<file path="config.mk">
export PLATFORM = sky130hd
export DESIGN_NAME = mips_multicycle_ctrl
export DESIGN_NICKNAME = d
export VERILOG_FILES = /design/src/rtl/mips_multicycle_ctrl.sv
export SDC_FILE = /design/constraint.sdc
export NUM_CORES = 1
export LEC_CHECK = 0
export ABC_CLOCK_PERIOD_IN_PS = 1200
export CORE_MARGIN = 2
export CORE_UTILIZATION = 25
export CTS_CLUSTER_DIAMETER = 100
export DETAILED_ROUTE_END_ITERATION = 8
export SYNTH_ARGS = -nofsm -noshare
export SYNTH_HDL_FRONTEND = slang
export SYNTH_SLANG_ARGS = --single-unit
</file>
<file path="constraint.sdc">
create_clock -name clk -period 1.2 [get_ports clk]
set_input_delay 0.24 -clock clk [delete_from_list [all_inputs] [get_ports clk]]
set_output_delay 0.24 -clock clk [all_outputs]
set_load 0.02 [all_outputs]
</file>
<file path="src/rtl/mips_multicycle_ctrl.sv">
// Main control FSM for the multicycle MIPS datapath: sequences fetch/decode/execute/memory/writeback.
// Latency: one state per clock; lw 5, sw/rtype/addi 4, beq/j 3, undefined op 2 cycles FETCH-to-FETCH.
// Backpressure: none; the FSM advances every cycle and only pcen depends combinationally on zero.
module mips_multicycle_ctrl #(
  parameter logic [5:0] OP_RTYPE = 6'b000000,
  parameter logic [5:0] OP_LW    = 6'b100011,
  parameter logic [5:0] OP_SW    = 6'b101011,
  parameter logic [5:0] OP_BEQ   = 6'b000100,
  parameter logic [5:0] OP_ADDI  = 6'b001000,
  parameter logic [5:0] OP_J     = 6'b000010
) (
  input  logic       clk,
  input  logic       reset,
  input  logic [5:0] op,
  input  logic       zero,
  output logic [1:0] aluop,
  output logic       alusrca,
  output logic [1:0] alusrcb,
  output logic [1:0] pcsrc,
  output logic       iord,
  output logic       irwrite,
  output logic       memwrite,
  output logic       regwrite,
  output logic       regdst,
  output logic       memtoreg,
  output logic       pcen,
  output logic [3:0] state
);

  typedef enum logic [3:0] {
    FETCH   = 4'd0,
    DECODE  = 4'd1,
    MEMADR  = 4'd2,
    MEMRD   = 4'd3,
    MEMWB   = 4'd4,
    MEMWR   = 4'd5,
    EXECUTE = 4'd6,
    ALUWB   = 4'd7,
    BRANCH  = 4'd8,
    ADDIEX  = 4'd9,
    ADDIWB  = 4'd10,
    JUMP    = 4'd11
  } state_t;

  state_t cur_state;
  state_t nxt_state;
  logic   pcwrite;
  logic   branch;

  // State register; reset wins over every transition.
  always_ff @(posedge clk) begin
    if (reset) cur_state <= FETCH;
    else       cur_state <= nxt_state;
  end

  // Next-state selection; unknown opcodes and illegal encodings fall back to FETCH.
  always_comb begin
    nxt_state = FETCH;
    case (cur_state)
      FETCH:   nxt_state = DECODE;
      DECODE: begin
        if (op == OP_LW || op == OP_SW) nxt_state = MEMADR;
        else if (op == OP_RTYPE)        nxt_state = EXECUTE;
        else if (op == OP_BEQ)          nxt_state = BRANCH;
        else if (op == OP_ADDI)         nxt_state = ADDIEX;
        else if (op == OP_J)            nxt_state = JUMP;
        else                            nxt_state = FETCH;
      end
      // IR is held (irwrite=0) so op is still the decoded instruction here.
      MEMADR: begin
        if (op == OP_LW)      nxt_state = MEMRD;
        else if (op == OP_SW) nxt_state = MEMWR;
        else                  nxt_state = FETCH;
      end
      MEMRD:   nxt_state = MEMWB;
      EXECUTE: nxt_state = ALUWB;
      ADDIEX:  nxt_state = ADDIWB;
      default: nxt_state = FETCH;
    endcase
  end

  // Moore output decode of the current state.
  always_comb begin
    aluop    = 2'b00;
    alusrca  = 1'b0;
    alusrcb  = 2'b00;
    pcsrc    = 2'b00;
    iord     = 1'b0;
    irwrite  = 1'b0;
    memwrite = 1'b0;
    regwrite = 1'b0;
    regdst   = 1'b0;
    memtoreg = 1'b0;
    pcwrite  = 1'b0;
    branch   = 1'b0;
    case (cur_state)
      FETCH: begin
        alusrcb = 2'b01;
        irwrite = 1'b1;
        pcwrite = 1'b1;
      end
      DECODE:  alusrcb = 2'b11;
      MEMADR, ADDIEX: begin
        alusrca = 1'b1;
        alusrcb = 2'b10;
      end
      MEMRD:   iord = 1'b1;
      MEMWB: begin
        memtoreg = 1'b1;
        regwrite = 1'b1;
      end
      MEMWR: begin
        iord     = 1'b1;
        memwrite = 1'b1;
      end
      EXECUTE: begin
        alusrca = 1'b1;
        aluop   = 2'b10;
      end
      ALUWB: begin
        regdst   = 1'b1;
        regwrite = 1'b1;
      end
      BRANCH: begin
        alusrca = 1'b1;
        aluop   = 2'b01;
        pcsrc   = 2'b01;
        branch  = 1'b1;
      end
      ADDIWB:  regwrite = 1'b1;
      JUMP: begin
        pcsrc   = 2'b10;
        pcwrite = 1'b1;
      end
      default: ;
    endcase
  end

  // Branch resolution uses the live zero flag in the BRANCH cycle.
  assign pcen  = pcwrite | (branch & zero);
  assign state = cur_state;

endmodule

</file>
==> flow_metrics.env <==
export IMPL_slowest_stage="dfxtp_4"
export IMPL_layout_commonest_cell="buf_6"
export IMPL_fp_coreArea_mm2=0.001727
export IMPL_final_hold_violation_count=0
export IMPL_area_delta_synth_final_pct=174.9
export IMPL_p_switching_mw=0.1902
export IMPL_synth_area_um2=454.2
export IMPL_drc=0
export IMPL_dieArea_mm2=0.002174
export IMPL_h_tree_depth=1
export IMPL_holdCritStartpoint="op[0]"
export IMPL_start_util_pct=26.30
export IMPL_drv_slew=0
export IMPL_setup_slack_ns=-0.3062
export IMPL_peakVddDrop_mv=0.4850
export IMPL_cap_violations=0
export IMPL_slew_headroom_pct=81.94
export IMPL_root_buffer="clkbuf_4"
export IMPL_yosysWarnings=0
export IMPL_p_seq_share_pct=24.8
export IMPL_worstSetupPathType="reg2out"
export IMPL_setup_viol=19
export IMPL_largest_register_ffs=4
export IMPL_fmax_ghz=0.6639
export IMPL_reg2reg_setup_slack_ns=-0.26
export IMPL_gp_congestion=0.8610
export IMPL_yosysUniqueCellTypes=26
export IMPL_syn_area_per_cell_um2=6.488
export IMPL_reg2reg_from="state[2]$_SDFF_PP0_"
export IMPL_cp_slowest_stage_delay_ns=0.35
export IMPL_synth_cells=70
export IMPL_clk_latency_ns=0.24
export IMPL_power_density_mw_per_mm2=460.5
export IMPL_crit_required_ns=0.96
export IMPL_total_power_mw=0.5750
export IMPL_min_period_over_period_pct=125.5
export IMPL_antenna_cells=0
export IMPL_hold_class="in2reg"
export IMPL_track_usage_pct=18.84
export IMPL_dr_pass1_iters=4
export IMPL_std_cell_rows=15
export IMPL_cts_made_buffers=3
export IMPL_wire_per_inst_um=12.63
export IMPL_layout_min_cycle_time_ns=1.506
export IMPL_antenna_found_initial=0
export IMPL_mostFrequentLayoutCells="buf_6 (28), buf_4 (18), dlygate4sd2_1 (6)"
export IMPL_worstPathCellList="or2b_4 > buf_6 > nor3_4 > buf_6"
export IMPL_p_clk_share_pct=30.1
export IMPL_die_h_um=46.63
export IMPL_start_kind="register"
export IMPL_hold_depth=4
export IMPL_leakage_nw=0.4995
export IMPL_nets=136
export IMPL_grt_pass1_vias=654
export IMPL_ys_seq_elements=4
export IMPL_io_buffers=26
export IMPL_tightest_slew_ns=0.2688
export IMPL_combPwrFrac_pct=45.1
export IMPL_cp_common_cell="buf_6"
export IMPL_grt_overflow=0
export IMPL_cts_clk_slew_worst_paths_ns=0.04
export IMPL_vias_per_cell=4.747
export IMPL_pin_count=27
export IMPL_p_int_mw=0.3848
export IMPL_drive_gt1_share_pct=70.40
export IMPL_reg2regPathDepth=5
export IMPL_routed_wl_um=1895
export IMPL_worstSetupEndpointType="output pin"
export IMPL_rr_endpoint="state[3]$_SDFF_PP0_"
export IMPL_hold_slack_ns=0.5152
export IMPL_initialDrtViolationCount=8
export IMPL_cp_max_fo=4
export IMPL_ctsHoldBuffers=0
export IMPL_clock_path_buffers=2
export IMPL_pre_cts_slack_ns=-0.7398
export IMPL_arrival_ns=1.27
export IMPL_rsz0062_at_grt="yes"
export IMPL_status="complete, but fails checks"
export IMPL_vias=712
export IMPL_cts_tree="built"
export IMPL_min_to="state[0]$_SDFF_PP0_"
export IMPL_ys_seq_area_share_pct=17.63
export IMPL_grt_max_degree=11
export IMPL_grt_pass1_wl_um=2794
export IMPL_swShare_pct=33.07
export IMPL_dieWidth_um=46.63
export IMPL_violations="negative setup slack"
export IMPL_fin_skew_ns=0.002351
export IMPL_cts_sinks=4
export IMPL_dpl_hpwl_um=1242
export IMPL_drtAntennaViolNets=0
export IMPL_syn_nets=79
export IMPL_filler_cell_count=138
[area by class of cell]
type,count,area [um2],area share (%)
timing repair buffer,57,563.0,45.09
inverter,1,3.754,0.3006
sequential,4,95.09,7.615
clock buffer,3,22.52,1.804
tap,25,31.28,2.505
multi-input combinational,60,533.0,42.69
[logic make-up after synthesis]
family,after synthesis,share of synthesized area (%)
flip-flops,4,17.63
AND/OR/NAND/NOR,40,49.32
buffers and inverters,6,5.784
XOR/XNOR,2,3.857
AO/OA/AOI/OAI,18,23.42
[through the flow]
stage,setup TNS [ns],util [%],instance area (um2),instances
after global routing,-4.459,72.32,1249,150
after CTS,-3.513,64.93,1121,145
final,-3.495,72.32,1249,150
after global placement,-8.437,58.19,1005,140
after floorplan,-0.5806,-,604.3,70
after detailed placement,-8.604,58.19,1005,140
[what timing repair did]
item | 4_1_cts | 5_1_grt
pin swaps | 9 | 7
setup buffers | 3 | 5
gates resized for setup | 120 | 28
setup endpoints to repair | 22 | 20
[how the worst max path moves through the flow]
stage / start / end / cells after the start
finish: state[2]$_SDFF_PP0_ / memtoreg / 4
global route: state[2]$_SDFF_PP0_ / regwrite / 5
CTS: state[2]$_SDFF_PP0_ / memtoreg / 4
detailed placement: zero / pcen / 6
global placement: zero / pcen / 6
floorplan: state[3]$_SDFF_PP0_ / regwrite / 5
[layer usage]
| layer | global-route usage, % | up-vias | wire, um |
|---|---|---|---|
| met5 | 0 | - | 0 |
| met4 | 3.333 | 0 | 9 |
| met3 | 7.451 | 2 | 91 |
| met2 | 35.28 | 25 | 1102 |
| met1 | 19.86 | 321 | 691 |
| li1 | - | 364 | - |
[worst max-delay path: cells and delay by family, from the launching register on]
family / cells / cell delay, ns
buf+inv: 2 / 0.27
flops: 1 / 0.35
simple gates: 2 / 0.40
[synthesized netlist by cell type, drive strengths merged]
library cell | number | area, um2
a211oi | 1 | 7.510
a21oi | 8 | 40.04
a311o | 1 | 10.01
a31oi | 2 | 12.51
and2b | 1 | 7.510
and3 | 1 | 6.260
buf | 3 | 15.01
clkbuf | 2 | 7.510
dfxtp | 4 | 80.08
inv | 1 | 3.750
nand2 | 5 | 18.77
nand2b | 7 | 43.79
nand3b | 1 | 7.510
nand4 | 2 | 12.51
nand4b | 1 | 8.760
nor2 | 11 | 41.29
nor3 | 6 | 30.03
nor4 | 2 | 27.53
o2111ai | 1 | 8.760
o21ai | 4 | 20.02
o21bai | 1 | 7.510
or2 | 1 | 6.260
or2b | 1 | 7.510
or3 | 1 | 6.260
xor2 | 2 | 17.52
[power by group through the flow]
stage / Clock [mW] / Combinational [mW] / Sequential [mW]
6_report: 0.173 / 0.259 / 0.142
5_1_grt: 0.192 / 0.280 / 0.143
4_1_cts: 0.182 / 0.235 / 0.141
3_5_place_dp: 0 / 0.219 / 0.143
3_3_place_gp: 0 / 0.217 / 0.143
2_1_floorplan: 0 / 0.113 / 0.145
(Power assumes the default switching activity.)
